## src/rtl/ita_step_sequencer_if.sv

```systemverilog
// ita_step_sequencer_if: step enum plus the sequencer's control/status bundle.
package ita_step_pkg;
  typedef enum logic [2:0] {
    STEP_Q, STEP_K, STEP_V, STEP_QK, STEP_AV, STEP_OW, STEP_F1, STEP_F2
  } step_e;
endpackage

interface ita_step_sequencer_if
  import ita_step_pkg::*;
#(
  parameter int TILE_CNT_W = 8,
  parameter int N_STEPS    = 8
);
  logic                          start_i;
  logic                          layer_ffn_i;
  logic [N_STEPS*TILE_CNT_W-1:0] n_tiles_i;
  logic                          tile_done_i;
  logic                          drain_done_i;
  step_e                         step_o;
  logic                          step_valid_o;
  logic                          step_change_o;
  logic [TILE_CNT_W-1:0]         tile_idx_o;
  logic                          busy_o;
  logic                          done_o;
  modport master (
    output start_i, layer_ffn_i, n_tiles_i, tile_done_i, drain_done_i,
    input  step_o, step_valid_o, step_change_o, tile_idx_o, busy_o, done_o
  );
  modport slave (
    input  start_i, layer_ffn_i, n_tiles_i, tile_done_i, drain_done_i,
    output step_o, step_valid_o, step_change_o, tile_idx_o, busy_o, done_o
  );
endinterface

```

## src/rtl/ita_step_sequencer.sv

```systemverilog
// ita_step_sequencer: walks attention/FFN steps tile by tile, then waits for drain.
module ita_step_sequencer
  import ita_step_pkg::*;
#(
  parameter int TILE_CNT_W = 8,
  parameter int N_STEPS    = 8
) (
  input logic                 clk_i,
  input logic                 rst_i,
  ita_step_sequencer_if.slave bus
);
  typedef enum logic [1:0] {IDLE, RUN, DRAIN, DONE} state_e;
  state_e                        state, state_n;
  step_e                         step, step_n;
  logic [TILE_CNT_W-1:0]         idx, idx_n, cur_n;
  logic                          cfg_ffn, cfg_ffn_n, change, change_n;
  logic [N_STEPS*TILE_CNT_W-1:0] cfg_tiles, cfg_tiles_n;
  logic [3:0]                    hit;
  // Lowest nonzero-count step at or above lo within the chosen sequence: {found, step}.
  function automatic logic [3:0] seek(input int lo, input logic ffn,
                                      input logic [N_STEPS*TILE_CNT_W-1:0] t);
    seek = '0;
    for (int k = N_STEPS - 1; k >= 0; k--)
      if (k >= lo && k <= (ffn ? N_STEPS - 1 : N_STEPS - 3) && t[k*TILE_CNT_W +: TILE_CNT_W] != '0)
        seek = {1'b1, 3'(k)};
  endfunction
  always_ff @(posedge clk_i) begin
    if (rst_i) begin
      state     <= IDLE;
      step      <= STEP_Q;
      idx       <= '0;
      cfg_ffn   <= 1'b0;
      cfg_tiles <= '0;
      change    <= 1'b0;
    end else begin
      state     <= state_n;
      step      <= step_n;
      idx       <= idx_n;
      cfg_ffn   <= cfg_ffn_n;
      cfg_tiles <= cfg_tiles_n;
      change    <= change_n;
    end
  end
  always_comb begin
    hit = seek(state == IDLE ? (bus.layer_ffn_i ? N_STEPS - 2 : 0) : int'(step) + 1,
               state == IDLE ? bus.layer_ffn_i : cfg_ffn,
               state == IDLE ? bus.n_tiles_i : cfg_tiles);
    cur_n       = cfg_tiles[int'(step)*TILE_CNT_W +: TILE_CNT_W];
    state_n     = state;
    step_n      = step;
    idx_n       = idx;
    cfg_ffn_n   = cfg_ffn;
    cfg_tiles_n = cfg_tiles;
    change_n    = 1'b0;
    case (state)
      IDLE: if (bus.start_i) begin
        cfg_ffn_n   = bus.layer_ffn_i;
        cfg_tiles_n = bus.n_tiles_i;
        state_n     = hit[3] ? RUN : DRAIN;
        step_n      = hit[3] ? step_e'(hit[2:0]) : step;
        change_n    = hit[3];
      end
      RUN: if (bus.tile_done_i) begin
        if (idx != cur_n - 1'b1) idx_n = idx + 1'b1;
        else begin
          idx_n    = '0;
          state_n  = hit[3] ? RUN : DRAIN;
          step_n   = hit[3] ? step_e'(hit[2:0]) : step;
          change_n = hit[3];
        end
      end
      DRAIN: state_n = bus.drain_done_i ? DONE : DRAIN;
      default: begin
        state_n = IDLE;
        step_n  = STEP_Q;
        idx_n   = '0;
      end
    endcase
  end
  always_comb begin
    bus.step_o        = step;
    bus.step_valid_o  = state == RUN;
    bus.step_change_o = change;
    bus.tile_idx_o    = idx;
    bus.busy_o        = state != IDLE;
    bus.done_o        = state == DONE;
  end
endmodule

```

## src/flat_wrapper.sv

```systemverilog
// flat-port wrapper written by rule: the top's interface ports become plain ports
module ita_step_sequencer_flat import ita_step_pkg::*;
#(
  parameter int TILE_CNT_W = 8,
  parameter int N_STEPS    = 8
)
  (clk_i, rst_i, bus_start_i, bus_layer_ffn_i, bus_n_tiles_i, bus_tile_done_i, bus_drain_done_i, bus_step_o, bus_step_valid_o, bus_step_change_o, bus_tile_idx_o, bus_busy_o, bus_done_o);
  ita_step_sequencer_if #(.TILE_CNT_W(TILE_CNT_W), .N_STEPS(N_STEPS)) bus_i ();
  input logic clk_i;
  input logic rst_i;
  input wire logic [$bits(bus_i.start_i)-1:0] bus_start_i;
  input wire logic [$bits(bus_i.layer_ffn_i)-1:0] bus_layer_ffn_i;
  input wire logic [$bits(bus_i.n_tiles_i)-1:0] bus_n_tiles_i;
  input wire logic [$bits(bus_i.tile_done_i)-1:0] bus_tile_done_i;
  input wire logic [$bits(bus_i.drain_done_i)-1:0] bus_drain_done_i;
  output wire logic [$bits(bus_i.step_o)-1:0] bus_step_o;
  output wire logic [$bits(bus_i.step_valid_o)-1:0] bus_step_valid_o;
  output wire logic [$bits(bus_i.step_change_o)-1:0] bus_step_change_o;
  output wire logic [$bits(bus_i.tile_idx_o)-1:0] bus_tile_idx_o;
  output wire logic [$bits(bus_i.busy_o)-1:0] bus_busy_o;
  output wire logic [$bits(bus_i.done_o)-1:0] bus_done_o;
  assign bus_i.start_i = bus_start_i;
  assign bus_i.layer_ffn_i = bus_layer_ffn_i;
  assign bus_i.n_tiles_i = bus_n_tiles_i;
  assign bus_i.tile_done_i = bus_tile_done_i;
  assign bus_i.drain_done_i = bus_drain_done_i;
  assign bus_step_o = bus_i.step_o;
  assign bus_step_valid_o = bus_i.step_valid_o;
  assign bus_step_change_o = bus_i.step_change_o;
  assign bus_tile_idx_o = bus_i.tile_idx_o;
  assign bus_busy_o = bus_i.busy_o;
  assign bus_done_o = bus_i.done_o;
  ita_step_sequencer #(.TILE_CNT_W(TILE_CNT_W), .N_STEPS(N_STEPS)) u_core (.clk_i(clk_i), .rst_i(rst_i), .bus(bus_i));
endmodule
```

## config.mk

```make
export PLATFORM = sky130hd
export DESIGN_NAME = ita_step_sequencer_flat
export DESIGN_NICKNAME = d
export VERILOG_FILES = /design/src/rtl/ita_step_sequencer_if.sv /design/src/rtl/ita_step_sequencer.sv /design/src/flat_wrapper.sv
export SDC_FILE = /design/constraint.sdc
export NUM_CORES = 1
export LEC_CHECK = 0
export CORE_ASPECT_RATIO = 0.5
export CORE_MARGIN = 2
export CORE_UTILIZATION = 35
export CTS_BUF_LIST = sky130_fd_sc_hd__clkbuf_2
export DETAILED_ROUTE_END_ITERATION = 16
export DONT_BUFFER_PORTS = 1
export GPL_TIMING_DRIVEN = 0
export HOLD_SLACK_MARGIN = 0.05
export PLACE_DENSITY = 0.52
export SLEW_MARGIN = 30
export SYNTH_ARGS = -nofsm -noshare
export SYNTH_HDL_FRONTEND = slang
export SYNTH_SLANG_ARGS = --single-unit
export TNS_END_PERCENT = 50
```

## constraint.sdc

```tcl
create_clock -name clk_i -period 3.2 [get_ports clk_i]
set_clock_uncertainty 0.15 [all_clocks]
set_input_delay 0.16 -clock clk_i [delete_from_list [all_inputs] [get_ports clk_i]]
set_output_delay 0.16 -clock clk_i [all_outputs]
set_load 0.05 [all_outputs]
```

After elaboration in Yosys (flattened, before gate mapping). Index checks and enable logic that the tools add are counted. W data, S select, Z words.

Register bits after elaboration: 79. Logic and storage cells: 97.

Bitwise operators: 2. Reduce and logical (&&, ||, !) cells: 31. Add/subtract/negate cells: 3. Shift operators: 1. $lt $le $gt $ge: 16. Equal/unequal tests: 7. Multiplexer cells: 31.

Operator list (number): $ge A4 B32 Y1 const A (4); $ge A3 B32 Y1 const A (2); $mux W64 (1); $reduce_bool A8 Y1 (8); $shiftx A64 B7 Y8 (1); $ge A1 B32 Y1 const A (1); $ge A2 B32 Y1 const A (1); $le A1 B32 Y1 const A (1); $le A2 B32 Y1 const A (1); $le A3 B32 Y1 const A (1); $mux W32 (1); $mux W4 (8); $logic_and A1 B1 Y1 (16); $mux W8 (2); $pmux W8 S2 (1); $mux W3 (5); $le A3 B3 Y1 const A (4); $mux W2 (5); $pmux W3 S3 (1); $add A8 B1 Y8 const B (1); $ne A8 B8 Y1 (1); $sub A8 B1 Y8 const B (1); $ne A2 B2 Y1 const B (3); $pmux W2 S3 (1); other kinds (13) (20).

Logic depth before layout (Yosys ltp). Gate-level depths: netlist (run 1).

Depth in word-level cells: 18. Gate-level depth with buffers: 12. Gate-level depth less buffers: 10.

Worst setup path before layout (run 1). OpenSTA, ideal clock, no wires.

Path kind: reg2reg. Start: register u_core.step[1] (netlist: u_core.bus.step_o[1]). End: register u_core.change (netlist: u_core.bus.step_change_o). Buffers on the path: 1. Period minus slack after synthesis: 3552 ps. Path slack: -352 ps. Data required time: 2947 ps. Arrival time: 3298 ps. Library setup time: 103 ps. Stages on the path, launching flop included: 12. Cell sequence: dfxtp_1 > buf_6 > mux4_1 > mux2i_4 > ha_1 > nand2_1 > or3b_1 > nand4_1 > o311ai_1 > a211oi_2 > nand3_2 > a2111oi_2.

Longest elaborated chain between the ends: 16. Elaborated cells on any way between the ends: 41. Classes of those cells: add/sub: 2; order compare: 8; eq/ne: 1; shift: 1; mux: 13; reduce/logical: 16.

RTL lines: from (decl) (line ita_step_sequencer.sv:14) `step_e step, step_n;`; from (signal assigned) (line ita_step_sequencer.sv:37) `step <= step_n;`; $add A3 B1 Y4 (line ita_step_sequencer.sv:45) `hit = seek(state == IDLE ? (bus.layer_ffn_i ? N_STEPS - 2 : 0) : int'(step) + 1,`; $mux W32 (line ita_step_sequencer.sv:45); $ge A4 B32 Y1 (line ita_step_sequencer.sv:24) `if (k >= lo && k <= (ffn ? N_STEPS - 1 : N_STEPS - 3) && t[k*TILE_CNT_W +: TILE_CNT_W] != '0)`; $logic_and A1 B1 Y1 (2 in a row) (line ita_step_sequencer.sv:24); $mux W4 (8 in a row) (line ita_step_sequencer.sv:24); $mux W1 (line ita_step_sequencer.sv:64) `if (idx != cur_n - 1'b1) idx_n = idx + 1'b1;`; $mux W1 (line ita_step_sequencer.sv:63) `RUN: if (bus.tile_done_i) begin`; $pmux W1 S2 * (line ita_step_sequencer.sv:55) `case (state)`; to (signal assigned) (line ita_step_sequencer.sv:41) `change <= change_n;`; to (decl) (line ita_step_sequencer.sv:16) `logic cfg_ffn, cfg_ffn_n, change, change_n;`.

Mark *: on every way between the ends. The rest lies on a longest branch, timed or not. A chain may end at the register's enable or synchronous reset.

Worst setup path in the final report (run 1). Same ends and word-level chain as after synthesis.

==> summary.txt, run 1 <==
Outcome
  – Status: complete, but fails checks
  – Failing checks: setup timing

Synthesis
  – Synth unique cells: 58
  – Synthesized netlist cell count: 534
  – Syn Std Cell Area: 4350 sq um
  – Main synth FF type: dfxtp_1
  – Sequential area share after synthesis: 0.364
  – Post-synth EDFFs: 0
  – Asr flop ratio synth: 0
  – Number of synthesized register bits: 79
  – Syn_area_per_cell: 8.14 sq um
  – Ys Warns: 0
  – Syn nets: 607

Worst setup path
  – CP Launch Type: flip-flop
  – Critical path arrival: 3.73 ns
  – Crit-path most repeated cell: a2111oi_4
  – CP cell instances: buf_12 -> mux4_2 -> mux2i_2 -> nand3_4 -> nor4b_4 -> a2111oi_4 -> a211oi_2 -> nand3_2 -> a2111oi_4
  – Crit-path leading delay family: multiplexers
  – WS Path Type: flip-flop to flip-flop
  – Crit end category: flip-flop
  – Critical path fanouts, max: 5
  – Worst EP required: 3.55 ns
  – Worst path bufs/invs: 1
  – CP max stage delay: 0.57 ns
  – Slowest CP cell: dfxtp_4

Timing
  – Tmin final: 3.39 ns
  – RSZ-0062 raised after global routing: yes
  – Final setup viols: 14
  – Final hold vios: 0
  – Slack of the critical path: -0.188 ns
  – Max-slew violations: 0
  – Final Cycle Share: 1.06
  – Worst slew pin tran: 0.785 ns
  – Worst slew margin: 0.476
  – Max Clk Rate: 0.295 GHz

Power and ir drop
  – Static leakage power: 2.15 nW
  – Power Density: 423 nW/um^2
  – Peak supply drop: 0.172 mV

Drt
  – Routed Antenna Nets: 0
  – DRC Markers: 0
  – Drt wl/cell: 18.4 um
  – Vias per cell: 5.52
  – Via count of the routed design: 4572
  – Pre-antenna DRT Iters: 5
  – Wire length after detailed routing: 15.2 mm
  – Initial DRC count: 259

Floorplan
  – Chip Height: 82.8 um
  – Core box area: 11900 sq um
  – Die area: 13400 sq um
  – FP Rows: 28
  – I/O Pins: 85
  – Die W: 162 um
  – Initial Utilization: 0.364

Layout
  – Layout Nets: 732
  – P&R area growth vs syn: 38.1%
  – Fin area: 6000 sq um
  – Share of cells above drive strength 1: 0.119
  – Ant. Diodes: 0

Clock network
  – H-Tree Depth: 3
  – Root buffer cell: clkbuf_2
  – CTS sink cnt: 79
  – CTS buffer count: 9
  – CTS tree: built
  – Clock tree buffer depth: 2
  – Worst-path clk slew: 0.25 ns
  – Worst skew pair latency: 0.59 ns

Place
  – Routability cong.: 0.892
  – Area after DPL: 4580 sq um
  – DPL Wire Length: 10.9 mm
  – Port bufs: 0
  – Place WS: -0.472 ns

GRT
  – Global route overflow: 0
  – Pin count of the biggest net entering global routing: 15
  – Initial antenna violation count: 0
  – Gr usage total: 0.231
  – Number of global-route vias before repair: 4461
  – Global-route wire length before repair: 23.8 mm

Job
  – Max cap viols: 0

Min path
  – Worst Hold Class: input port to flip-flop
==> flip-flops by register name, summed over array words and instances, names as in the netlist <==
name,cells
u_core.state,2
u_core.cfg_tiles,64
u_core.bus.tile_idx_o,8
u_core.bus.step_change_o,1
u_core.cfg_ffn,1
u_core.bus.step_o,3
==> cells by family after synthesis <==
| logic type | share of synthesized area |
|---|---|
| simple gates | 0.280 |
| compound gates | 0.157 |
| flops | 0.364 |
| buf+inv | 0.0412 |
| mux | 0.123 |
| xor+xnor | 0.0262 |
| fa+ha+maj | 0.00864 |
==> per-stage QoR <==
stage,TNS [ns],instances,hold slack [ns],util,power (mW)
after floorplan,0,534,0.146,-,1.60
after global placement,-5.88,699,0.149,0.384,1.76
final,-1.42,829,0.0801,0.502,2.54
after CTS,-0.919,823,0.0505,0.496,2.52
after detailed placement,-4.65,699,0.152,0.384,1.77
after global routing,-3.44,829,0.0520,0.502,2.66
==> area by class of cell <==
class	count	area, sq um
multi-input cells	416	2760
plain buffers	34	181
clock buffers	10	50.0
clock inverters	6	66.3
repair buffers	114	1130
fillers	1132	5940
flip-flops and latches	79	1590
well taps	165	206
inverters	5	23.8
==> cell usage after synthesis, types with 4 or more instances <==
library cell	count	area, sq um
o21ai_0	8	40.0
nor2_1	24	90.1
mux4_1	8	210
nor3_1	4	20.0
mux4_2	8	180
nand2_1	149	559
dfxtp_1	79	1580
buf_1	5	18.8
nand2b_1	5	31.3
a21oi_1	76	380
mux2i_1	5	50.1
xor2_1	8	70.1
nand4_1	7	43.8
nand3_1	20	100
inv_1	4	15.0
clkbuf_1	24	90.1
nor4_1	32	200
xnor2_1	5	43.8
==> final timing paths <==
| path | slack, ns | end | startpoint | cells after the start |
|---|---|---|---|---|
| setup / recovery | -0.19 | u_core.bus.step_change_o$_SDFF_PP0_ | u_core.bus.step_o[1]$_SDFFE_PP0P_ | 9 |
| hold / removal | 0.08 | u_core.cfg_tiles[63]$_SDFFE_PP0P_ | bus_n_tiles_i[63] | 3 |
| setup reg to reg | -0.19 | u_core.bus.step_change_o$_SDFF_PP0_ | u_core.bus.step_o[1]$_SDFFE_PP0P_ | 9 |
| hold reg to reg | 0.34 | u_core.cfg_tiles[36]$_SDFFE_PP0P_ | u_core.cfg_tiles[36]$_SDFFE_PP0P_ | 2 |
==> tightest hold or removal path: cells and delay by family <==
kind | cells | cell delay, ns
buffers and inverters | 1 | 0.54
AND/OR/NAND/NOR | 1 | 0.07
AO/OA/AOI/OAI | 1 | 0.05
==> layout by cell type, fill, tap and decap left out, types with 8 or more instances in the layout <==
cell type        n
a21oi_1         75
buf_4           15
clkbuf_1        23
clkbuf_2        11
dfxtp_1         76
dlygate4sd3_1  100
mux4_2          11
nand2_1        149
nand3_1         19
nor2_1          24
nor4_1          32
o21ai_0          8
xor2_1           8
==> per-layer routing <==
metal,wire (um),vias up,track usage
met5,0,-,0
met4,276,0,0.0625
met3,964,23,0.0504
met2,6880,147,0.370
met1,7120,2216,0.317
li1,-,2186,-
==> timing repair <==
item | 4_1_cts | 5_1_grt
setup endpoints to repair | 24 | 24
endpoints found under the hold margin | 79 | 2
hold buffers | 98 | 2
resized for setup | 24 | 6
cloned | 1 | 0
buffers inserted | 9 | 4
pin swaps | 14 | 5
==> power breakdown <==
group	total [mW]	switching (mW)	internal (mW)	leakage, nW
Sequential	1.16	0.105	1.05	0.649
Clock	0.569	0.380	0.188	0.0767
Combinational	0.811	0.433	0.378	1.42
Note: power is estimated with default switching activity, not from simulation.
==> run 2, diff against run 1 <==
CORE_UTILIZATION = 45   (was 35)
PLACE_DENSITY = 0.63   (was 0.52)
SETUP_SLACK_MARGIN = 0.4   (was default)
==> run 2 against run 1 <==
  * The flow still finishes with violations (setup timing)
  * Maximum frequency is 0.76% lower
  * Hold slack better by 0.0089 ns
  * Clock-buffer cell count shrank 1
  * Wire length fell by 0.39%
  * Via count increased by 2.7%
==> summary.txt, run 2 (synthesis gave the netlist of run 1 again) <==
Outcome
  – Status: complete, but fails checks
  – Failing checks: setup timing

Place
  – DPL Wire Length: 9.97 mm
  – Routability cong.: 0.917
  – Inst Count DP: 669
  – Area after DPL: 4550 sq um
  – Port bufs: 0

Timing
  – Final setup viols: 14
  – Worst slew pin tran: 0.762 ns
  – Final hold vios: 0
  – Slack of the critical path: -0.214 ns
  – Final Cycle Share: 1.07
  – Tmin final: 3.41 ns
  – Worst slew margin: 0.479
  – Max-slew violations: 0
  – RSZ-0062 raised after global routing: yes
  – Max Clk Rate: 0.293 GHz

Layout
  – Most frequent cells in the layout: nand2_1 (148), dlygate4sd3_1 (103), dfxtp_1 (76)
  – Ant. Diodes: 0
  – Max reg flops: 64
  – Layout Nets: 733
  – Most common cell after layout, fill and taps aside: nand2_1
  – Fin area: 5960 sq um
  – P&R area growth vs syn: 37.0%
  – Share of cells above drive strength 1: 0.120
  – Register name with the most flops: u_core.cfg_tiles
  – Non-Filler Instances: 800

Power and ir drop
  – Peak supply drop: 0.179 mV
  – Power Density: 421 nW/um^2
  – Static leakage power: 2.15 nW
  – Overall power: 2.51 mW

Clock network
  – Worst skew pair latency: 0.59 ns
  – H-Tree Depth: 3
  – CTS tree: built
  – Root buffer cell: clkbuf_2
  – Clock tree buffer depth: 2
  – CTS sink cnt: 79
  – CTS buffer count: 9
  – Worst-path clk slew: 0.26 ns

Floorplan
  – Initial Utilization: 0.462
  – FP Rows: 25
  – Chip Height: 73.5 um
  – Die W: 143 um
  – Core box area: 9420 sq um
  – I/O Pins: 85
  – Die area: 10500 sq um

GRT
  – Number of global-route vias before repair: 4457
  – Pin count of the biggest net entering global routing: 17
  – Gr usage total: 0.293
  – Initial antenna violation count: 0
  – Global-route wire length before repair: 22.9 mm
  – Global route overflow: 0

Drt
  – Initial DRC count: 515
  – DRC Markers: 0
  – Routed Antenna Nets: 0
  – Via count of the routed design: 4694
  – Drt wl/cell: 19.0 um
  – Pre-antenna DRT Iters: 5
  – Wire length after detailed routing: 15.2 mm
  – Vias per cell: 5.87

Worst setup path
  – Critical path fanouts, max: 5
  – WS Path Type: flip-flop to flip-flop
  – Critical path arrival: 3.78 ns
  – Worst EP required: 3.57 ns
  – Crit end category: flip-flop
  – CP Launch Type: flip-flop

Job
  – Max cap viols: 0

Min path
  – Worst Hold Class: input port to flip-flop
==> run 2: cell types whose count changed in the layout (fill, tap and decap cells not counted), moves of 2 or more <==
cell | before | now
buf_2 | 1 | 3
buf_4 | 15 | 12
clkbuf_1 | 23 | 19
dlygate4sd3_1 | 100 | 103
inv_8 | 0 | 2
==> run 2: final timing paths <==
| path | startpoint | end | slack [ns] | cells past startpoint |
|---|---|---|---|---|
| setup / recovery | u_core.bus.step_o[1]$_SDFFE_PP0P_ | u_core.bus.step_change_o$_SDFF_PP0_ | -0.21 | 11 |
| hold / removal | bus_n_tiles_i[62] | u_core.cfg_tiles[62]$_SDFFE_PP0P_ | 0.09 | 3 |
| setup reg to reg | u_core.bus.step_o[1]$_SDFFE_PP0P_ | u_core.bus.step_change_o$_SDFF_PP0_ | -0.21 | 11 |
| hold reg to reg | u_core.cfg_ffn$_SDFFE_PP0P_ | u_core.cfg_ffn$_SDFFE_PP0P_ | 0.33 | 2 |
==> run 2: timing repair <==
item                       CTS  global route
hold endpoints to repair    79             1
hold buffers               102             1
pin swaps                    4            11
setup endpoints to repair   64            48
buffers inserted            10             1
cloned                       1             0
resized for setup           17            20
==> run 2: area by class of cell <==
cell class,count,area (sq um)
Buffer,34,189
Inverter,5,20.0
Multi-Input combinational cell,416,2740
Fill cell,811,3460
Timing Repair Buffer,115,1140
Clock buffer,9,45.0
Tap cell,135,169
Sequential cell,79,1590
Clock inverter,7,62.6
==> run 2: routing by layer <==
| layer | global-route usage | share of wire |
|---|---|---|
| met1 | 0.392 | 0.43 |
| met2 | 0.481 | 0.46 |
| met3 | 0.0665 | 0.089 |
| met4 | 0.0858 | 0.017 |
| met5 | 0 | 0 |
==> run 2: per-stage QoR <==
step / worst slack (ns) / util / setup TNS [ns] / hold WS, ns
4_1_cts: -0.170 / 0.622 / -1.52 / 0.0558
6_report: -0.214 / 0.633 / -2.25 / 0.0891
5_1_grt: -0.325 / 0.633 / -3.56 / 0.0518
3_5_place_dp: -0.353 / 0.483 / -2.75 / 0.152
2_1_floorplan: 0.0200 / - / 0 / 0.146
3_3_place_gp: -0.335 / 0.483 / -2.41 / 0.148
==> run 2: worst max-delay path: stages (launching register included) <==
cell	delay, ns
dfxtp_4	0.59
buf_12	0.17
mux4_2	0.55
mux2i_4	0.26
ha_4	0.18
nand2_2	0.04
or3b_1	0.37
nand4_1	0.14
o311ai_4	0.14
a211oi_4	0.28
nand3_2	0.14
a2111oi_2	0.32
==> run 2: report_power, final <==
| part | internal (mW) | switching [mW] | total (mW) |
|---|---|---|---|
| Combinational | 0.378 | 0.437 | 0.814 |
| Sequential | 1.05 | 0.104 | 1.16 |
| Clock | 0.123 | 0.414 | 0.537 |
